$ cat src/rtl/fetch_ctrl.sv
// PC sequencer and single-outstanding instruction fetch with valid/ready handoff to decode.
// Optional misaligned-redirect trap to TRAP_VEC with sticky fetch_err: define FETCH_MISALIGN_TRAP_EN.
module fetch_ctrl #(
  parameter logic [31:0] RESET_VEC = 32'h0000_0000,
  parameter logic [31:0] TRAP_VEC  = 32'h0000_0100
) (
  input  logic        clk,
  input  logic        reset,
  output logic        imem_req,
  output logic [31:0] imem_addr,
  input  logic        imem_ack,
  input  logic [31:0] imem_rdata,
  output logic        instr_valid,
  input  logic        instr_ready,
  output logic [31:0] instr_out,
  output logic [31:0] instr_pc,
  input  logic        redirect,
  input  logic [31:0] redirect_pc,
  output logic [31:0] pc,
  output logic [31:0] fetch_count,
  output logic        fetch_err
);

  typedef enum logic [1:0] {FETCH, HOLD, DRAIN} state_t;

  state_t      state, state_n;
  logic [31:0] pc_n;
  logic [31:0] drain_tgt, drain_tgt_n;
  logic [31:0] instr_out_n, instr_pc_n, fetch_count_n;
  logic        imem_req_n, instr_valid_n;
  logic        misalign;
  logic [31:0] redirect_tgt;

`ifdef FETCH_MISALIGN_TRAP_EN
  assign misalign = |redirect_pc[1:0];
`else
  assign misalign = 1'b0;
`endif

  // Low address bits are dropped so the PC can never become misaligned.
  assign redirect_tgt = misalign ? TRAP_VEC : (redirect_pc & 32'hFFFF_FFFC);

  // The in-flight address is pc itself: pc only moves once the request retires.
  assign imem_addr = pc;

  // NOTE: state registers use non-blocking assignments so every flop samples pre-edge values.
  always_ff @(posedge clk) begin
    if (reset) begin
      state       <= FETCH;
      pc          <= RESET_VEC;
      drain_tgt   <= 32'h0;
      imem_req    <= 1'b0;
      instr_valid <= 1'b0;
      instr_out   <= 32'h0;
      instr_pc    <= 32'h0;
      fetch_count <= 32'h0;
    end else begin
      state       <= state_n;
      pc          <= pc_n;
      drain_tgt   <= drain_tgt_n;
      imem_req    <= imem_req_n;
      instr_valid <= instr_valid_n;
      instr_out   <= instr_out_n;
      instr_pc    <= instr_pc_n;
      fetch_count <= fetch_count_n;
    end
  end

`ifdef FETCH_MISALIGN_TRAP_EN
  always_ff @(posedge clk) begin
    if (reset)
      fetch_err <= 1'b0;
    else if (redirect && misalign)
      fetch_err <= 1'b1;
  end
`else
  assign fetch_err = 1'b0;
`endif

  always_comb begin
    // NOTE: every variable gets a default here first so no path leaves one unassigned (no latches).
    state_n       = state;
    pc_n          = pc;
    drain_tgt_n   = drain_tgt;
    imem_req_n    = imem_req;
    instr_valid_n = instr_valid;
    instr_out_n   = instr_out;
    instr_pc_n    = instr_pc;
    fetch_count_n = fetch_count;

    unique case (state)
      FETCH: begin
        imem_req_n = 1'b1;
        if (imem_req && imem_ack) begin
          if (redirect) begin
            pc_n = redirect_tgt;
          end else begin
            instr_out_n   = imem_rdata;
            instr_pc_n    = pc;
            instr_valid_n = 1'b1;
            pc_n          = pc + 32'd4;
            imem_req_n    = 1'b0;
            state_n       = HOLD;
          end
        end else if (redirect) begin
          if (imem_req) begin
            drain_tgt_n = redirect_tgt;
            state_n     = DRAIN;
          end else begin
            // Nothing outstanding yet, so the new target can be taken directly.
            pc_n = redirect_tgt;
          end
        end
      end

      DRAIN: begin
        imem_req_n = 1'b1;
        if (imem_ack) begin
          pc_n    = redirect ? redirect_tgt : drain_tgt;
          state_n = FETCH;
        end else if (redirect) begin
          drain_tgt_n = redirect_tgt;
        end
      end

      HOLD: begin
        imem_req_n = 1'b0;
        if (instr_ready)
          fetch_count_n = fetch_count + 32'd1;
        if (instr_ready || redirect) begin
          instr_valid_n = 1'b0;
          imem_req_n    = 1'b1;
          state_n       = FETCH;
          if (redirect)
            pc_n = redirect_tgt;
        end
      end

      default: begin
        state_n = FETCH;
      end
    endcase
  end

endmodule

$ cat config.mk
export PLATFORM = sky130hd
export DESIGN_NAME = fetch_ctrl
export DESIGN_NICKNAME = d
export VERILOG_FILES = /design/src/rtl/fetch_ctrl.sv
export SDC_FILE = /design/constraint.sdc
export NUM_CORES = 1
export LEC_CHECK = 0
export ABC_AREA = 1
export CAP_MARGIN = 30
export CORE_UTILIZATION = 44
export DETAILED_ROUTE_END_ITERATION = 10
export PLACE_DENSITY = 0.77
export SLEW_MARGIN = 40
export SYNTH_ARGS = -nofsm -noshare
export SYNTH_HDL_FRONTEND = slang
export SYNTH_SLANG_ARGS = --single-unit
export TNS_END_PERCENT = 5
$ cat constraint.sdc
create_clock -name clk -period 1.8 [get_ports clk]
set_clock_uncertainty 0.2 [all_clocks]
set_input_delay 0.18 -clock clk [delete_from_list [all_inputs] [get_ports clk]]
set_output_delay 0.18 -clock clk [all_outputs]
set_load 0.005 [all_outputs]
==> metrics.md, run 1 <==
| Metric | Value |
|---|---|
| Period minus WS final | 1.96 ns |
| Syn Inst Count | between 1k and 1.5k |
| Max Freq | 509 MHz |
| XOR/XNOR Fraction of Synth Area | 0.0305 |
| CTS HTree Levels | 4 |
| Post-DP HPWL | 20.9 mm |
| Post-synth top flop | dfxtp_1 |
| Die Y | 142 um |
| Cts bufs inserted | 17 |
| Post-synthesis simple-gate area fraction | 0.218 |
| CP Capture Type | flip-flop |
| Main combinational cell family by area after synthesis | compound AO/OA/AOI/OAI gates |
| Inst Count DP | 1786 |
| CP Class | flip-flop to flip-flop |
| Place WS | -0.378 ns |
| Register Area | 3370 um2 |
| Period utilisation layout | 1.09 |
| Peak supply drop | ~0.0009 V |
| Worst-path clk slew | roughly 0.07 ns |
| HP Class | input port to flip-flop |
| Initial Util | 0.454 |
| Synth area leaders | dfxtp_1 (38%), o21ai_0 (11%), a21oi_1 (8.2%) |
| Ys Warns | 0 |
| Die Footprint | 20100 um2 |
| Syn Std Cell Area | about 8600 um2 |
| Multi-input logic area | 4600 um2 |
| Avg Inst Size Synth | 6.85 um2 |
| Worst Path Required | 1.95 ns |
| Pleak | 5.54 nW |
| RSZ-0062 raised after global routing | yes |
| GRT Overall Usage | 0.296 |
| Final setup viols | about 130 |
| Clk_lat worst skew | about 0.43 ns |
| Netlist cell types | 41 |
| Number of core rows | 50 |
| Slew Limit Fails | 0 |
| Sum of negative setup slack | -9.32 ns |
| Area leader, netlist | dfxtp_1 |
| Fin nets | between 1.5k and 2k |
| DRT antenna net count | 0 |
| Clk buf depth | 2 |
| Initial detailed-routing violation count | 672 |
| Die W | 142 um |
| Largest net degree at the start of global routing | 72 |
| Core ar. | 19000 um2 |
| PwrDens | 1250 nW/um2 |
| Multiplexer share of the synthesized area | 0 |
| Fin. Hold Viols | 0 |
| I/O Pins | around 230 |
| FF+latch count, synth | 164 |
| Post-Synth Adder-Cell Area | 0.00873 |
| Max Cap Viol | 0 |
| Number of synthesized flops with an enable pin | 0 |
| Non-Filler Instances | 1830 |
| IO buf count | 228 |
| Critical path startpoint category | flip-flop |
| Compound-Gate Fraction of Synth Area | 0.241 |
| Grt total ovfl | 0 |
| Gpl congestion | 0.951 |
| Max FO, Critical Path | 6 |
| Vias in the first global route | between 9k and 10k |
| Clock root cell | clkbuf_16 |
| N_diodes | 0 |
| Wire per inst | around 16 um |
| Share of the synthesized area in the top cell type | 0.382 |
| # DRC | 0 |
| Data arrival time of the worst path | 2.11 ns |
| Failing checks | setup timing |
| Clock Sinks | around 160 |
| Detailed-route via count | 9825 |
| CTS tree | yes |
| Most common cell in the netlist | o21ai_0 |
| FILL cells | 1518 |
| First-pass DRT Iterations | 5 |
| Routed vias/inst | ~5.4 |
| Fraction of registers with async set/reset | 0 |
| PnR worst setup slack | -0.164 ns |
| Status | finished with violations |
| Post-synth top cells | o21ai_0 (190), nor2_1 (177), dfxtp_1 (164) |
| Synth-to-layout area growth | 54.0% |
| Share of post-route cells with drive strength above 1 | 0.214 |
| WL final | 30.0 mm |
| Global-route wire length before repair | between 40 and 50 mm |
| Syn Nets | 1330 |
| Initial antenna violation count | 0 |
| Post-synthesis sequential area ratio | 0.382 |
power breakdown:
group / internal (mW) / switching [mW] / leakage, nW / total, mW
Clock: 2.09 / 1.66 / 0.286 / 3.74
Combinational: 3.68 / 3.94 / 3.90 / 7.63
Sequential: 4.57 / 0.617 / 1.36 / 5.18
Total: 10.3 / 6.22 / 5.54 / 16.6
state kept, by name, indices dropped and copies added, names as in the netlist:
register and flops:
instr_out 32, instr_valid 1, imem_addr 32, state 2, fetch_count 32, instr_pc 32, drain_tgt 32, imem_req 1
layout by cell type, fill, tap and decap left out, types with 5 or more instances in the layout:
| cell | n |
|---|---|
| nand3_1 | 25 |
| dfxtp_4 | 12 |
| dlygate4sd2_1 | 34 |
| nand4_1 | 10 |
| nor3_1 | 17 |
| o21ai_1 | 56 |
| o22ai_1 | 5 |
| dlymetal6s2s_1 | 17 |
| nand2_1 | 144 |
| nor2_4 | 9 |
| a21oi_1 | 132 |
| buf_6 | 22 |
| buf_12 | 12 |
| xnor2_1 | 8 |
| clkdlybuf4s50_1 | 176 |
| inv_2 | 7 |
| dfxtp_1 | 122 |
| a211oi_1 | 19 |
| inv_6 | 6 |
| nor2_1 | 163 |
| nor2_2 | 20 |
| inv_1 | 120 |
| a31oi_1 | 9 |
| nor3_2 | 9 |
| dfxtp_2 | 30 |
| buf_4 | 110 |
| a211oi_2 | 6 |
| nand2_2 | 12 |
| clkbuf_16 | 20 |
| a21oi_2 | 10 |
| xor2_1 | 21 |
| buf_8 | 5 |
| o21ai_0 | 141 |
per-stage QoR:
| step | cell area [um2] | hold slack, ns | util | total power [mW] |
|---|---|---|---|---|
| final | 13200 | 0.130 | 0.699 | 16.6 |
| after global routing | 13200 | 0.125 | 0.699 | 17.5 |
| after CTS | 12900 | 0.115 | 0.682 | 16.2 |
| after detailed placement | 11900 | 0.233 | 0.627 | 11.8 |
| after global placement | 11900 | 0.227 | 0.627 | 11.7 |
| after floorplan | 8620 | 0.115 | - | 8.42 |
final timing paths:
kind	slack, ns	start	cells after the start	end
hold reg to reg	0.24	drain_tgt[28]$_SDFFE_PP0P_	2	drain_tgt[28]$_SDFFE_PP0P_
hold / removal	0.13	imem_rdata[5]	3	instr_out[5]$_SDFFE_PP0P_
setup reg to reg	-0.16	state[0]$_SDFFE_PP0P_	10	imem_addr[29]$_SDFFE_PP0P_
setup / recovery	-0.16	state[0]$_SDFFE_PP0P_	10	imem_addr[29]$_SDFFE_PP0P_
layout make-up:
type,instances,share of cell area
Inverter,135,0.0407
Clock buffer,17,0.0321
Timing Repair Buffer,382,0.288
Tap cell,260,0.0246
Multi-Input combinational cell,857,0.347
Sequential cell,164,0.254
Clock inverter,15,0.0128
per-layer routing:
metal / part of all wire / GRT usage
met3: 0.057 / 0.0466
met2: 0.49 / 0.505
met5: 0 / 0
met4: 0.039 / 0.130
met1: 0.41 / 0.368
timing repair:
item                       CTS  global route
pin swaps                   16             8
cloned                       3             3
resized for setup          181            98
hold buffers                 0             0
setup endpoints to repair  202           185
buffers inserted             5             1
worst max-delay path: stages (launching register included):
cell	delay [ns]
dfxtp_4	0.40
inv_6	0.05
ha_4	0.17
inv_6	0.08
nor2_4	0.04
a21oi_2	0.21
nand2_4	0.15
a211oi_1	0.21
buf_4	0.16
nand2_1	0.06
a21oi_1	0.15
logic make-up after synthesis:
kind of cell    count (synthesis)
compound gates                392
xor+xnor                       30
fa+ha+maj                       6
buf+inv                       234
flops                         164
other cells                     1
simple gates                  428
Note: power is estimated with default switching activity, not from simulation.
==> run 2: changes to the inputs <==
CTS_CLUSTER_SIZE = 30   (was default)
clock period = 1.7 ns   (was 1.8 ns; I/O delays follow)
==> metrics.md, run 2 (synthesized netlist as in run 1, its figures left out) <==
| Metric | Value |
|---|---|
| Global-route wire length before repair | ~47 mm |
| Synth-to-layout area growth | 60.7% |
| CP most frequent cell | inv_4 |
| CTS tree | yes |
| Peak supply drop | 0.000897 V |
| Die Footprint | 20100 um2 |
| Status | finished with violations |
| Final setup viols | 150 |
| Die Y | 142 um |
| Clock root cell | clkbuf_16 |
| Max FO, Critical Path | 12 |
| Max Freq | between 500 and 600 MHz |
| Place WS | -0.542 ns |
| Data arrival time of the worst path | between 2 and 2.5 ns |
| # DRC | 0 |
| Clock Sinks | 164 |
| DRT antenna net count | 0 |
| Post-DP HPWL | 22.0 mm |
| R2R cell count | 11 |
| Fin. Hold Viols | 0 |
| HP Class | input port to flip-flop |
| Commonest non-fill, non-tap cell in the layout | buf_4 |
| Max Cap Viol | 0 |
| Largest net degree at the start of global routing | 72 |
| Pleak | between 6 and 7 nW |
| Slowest stage cell, crit path | dfxtp_4 |
| Die W | 142 um |
| Share of post-route cells with drive strength above 1 | 0.277 |
| Crit-path cells | inv_4, ha_4, inv_4, nor2_4, buf_6, inv_4, buf_4, o211ai_4, buf_4, clkbuf_16, a211oi_1 |
| First-pass DRT Iterations | 5 |
| Fin nets | about 1.7k |
| Critical path's top delay family | buffers and inverters |
| Clk_lat worst skew | between 0.4 and 0.5 ns |
| Core ar. | 19000 um2 |
| Post-Route Utilization | 0.729 |
| Failing checks | setup timing |
| Worst-path clk slew | 0.07 ns |
| Initial antenna violation count | 0 |
| Period utilisation layout | 1.17 |
| Worst Path Required | 1.84 ns |
| Detailed-route via count | 10.2k |
| CTS HTree Levels | 4 |
| Worst path depth | 11 |
| Hold buffer count at CTS | 0 |
| Worst hold stages | 3 |
| Grt total ovfl | 0 |
| GRT Overall Usage | 0.298 |
| Slew Limit Fails | 0 |
| Number of core rows | 50 |
| Routed vias/inst | 5.46 |
| PwrDens | ~1300 nW/um2 |
| Period minus WS final | 1.99 ns |
| Vias in the first global route | just under 10k |
| Initial detailed-routing violation count | 980 |
| Gpl congestion | 0.931 |
| Buffers & Inverters on Critical Path | 7 |
| Slowest stage delay, CP | 0.38 ns |
| I/O Pins | 232 |
| CP Class | flip-flop to flip-flop |
| CP Capture Type | flip-flop |
| IO buf count | approximately 230 |
| Initial Util | 0.454 |
| Wire per inst | 17.2 um |
| Most frequent cells in the layout | buf_4 (161), nor2_1 (145), nand2_1 (144) |
| Cts bufs inserted | 17 |
| WL final | 32.3 mm |
| Clk buf depth | 2 |
| RSZ-0062 raised after global routing | yes |
| N_diodes | 0 |
| Sum of negative setup slack | -24.80 ns |
| PnR worst setup slack | -0.286 ns |
| WHS | 0.121 ns |
| Critical path startpoint category | flip-flop |
[run 2: cell types whose count changed in the layout (fill, tap and decap cells not counted), moves of 12 or more]
cell             previous run  this run
dlygate4sd2_1              34        62
buf_4                     110       161
dfxtp_1                   122       104
dfxtp_4                    12        24
nor2_2                     20        36
dlymetal6s2s_1             17        31
o21ai_1                    56        77
a21oi_2                    10        24
a211oi_2                    6        19
nor2_1                    163       145
a21oi_1                   132       118
a211oi_1                   19         4
o21ai_0                   141       123
clkdlybuf4s50_1           176       127
[run 2: path summary, 6_finish.rpt]
check,start,endpoint,slack (ns)
setup / recovery,state[0]$_SDFFE_PP0P_,drain_tgt[5]$_SDFFE_PP0P_,-0.29
hold / removal,imem_rdata[31],instr_out[31]$_SDFFE_PP0P_,0.12
setup reg to reg,state[0]$_SDFFE_PP0P_,drain_tgt[5]$_SDFFE_PP0P_,-0.29
hold reg to reg,drain_tgt[28]$_SDFFE_PP0P_,drain_tgt[28]$_SDFFE_PP0P_,0.25
[run 2: tightest hold or removal path: stages]
cell and delay [ns]:
clkdlybuf4s50_1 0.40, nor2_1 0.10, nor2_1 0.05
[run 2: cell type report]
class | instances | area, um2
Multi-Input combinational cell | 857 | 4780
Clock inverter | 11 | 153
Tap cell | 260 | 325
Inverter | 135 | 542
Fill cell | 1460 | 5130
Clock buffer | 20 | 447
Timing Repair Buffer | 427 | 4160
Sequential cell | 164 | 3420
[run 2: metal layers]
metal | part of all wire | routed length, um | global-route usage
met4 | 0.037 | 1210 | 0.147
met1 | 0.39 | 12700 | 0.346
met5 | 0 | 0 | 0
met2 | 0.50 | 16300 | 0.530
met3 | 0.065 | 2110 | 0.0510
[run 2: stage by stage]
stage | power [mW] | cell area (um2) | instances
after floorplan | 9.13 | 8740 | 1255
after global placement | 12.7 | 12200 | 1824
after detailed placement | 12.9 | 12200 | 1824
after CTS | 17.5 | 13200 | 1862
after global routing | 19.4 | 13800 | 1874
final | 18.5 | 13800 | 1874
[run 2: report_power, final]
group | switching [mW] | internal, mW
Combinational | 4.67 | 4.31
Sequential | 0.671 | 4.84
Clock | 1.66 | 2.35
Total | 7.00 | 11.5
[run 2: repair_timing]
action	CTS	global route
setup endpoints to repair	244	190
pin swaps	14	20
gates resized for setup	241	157
cloned	2	6
setup buffers	5	7
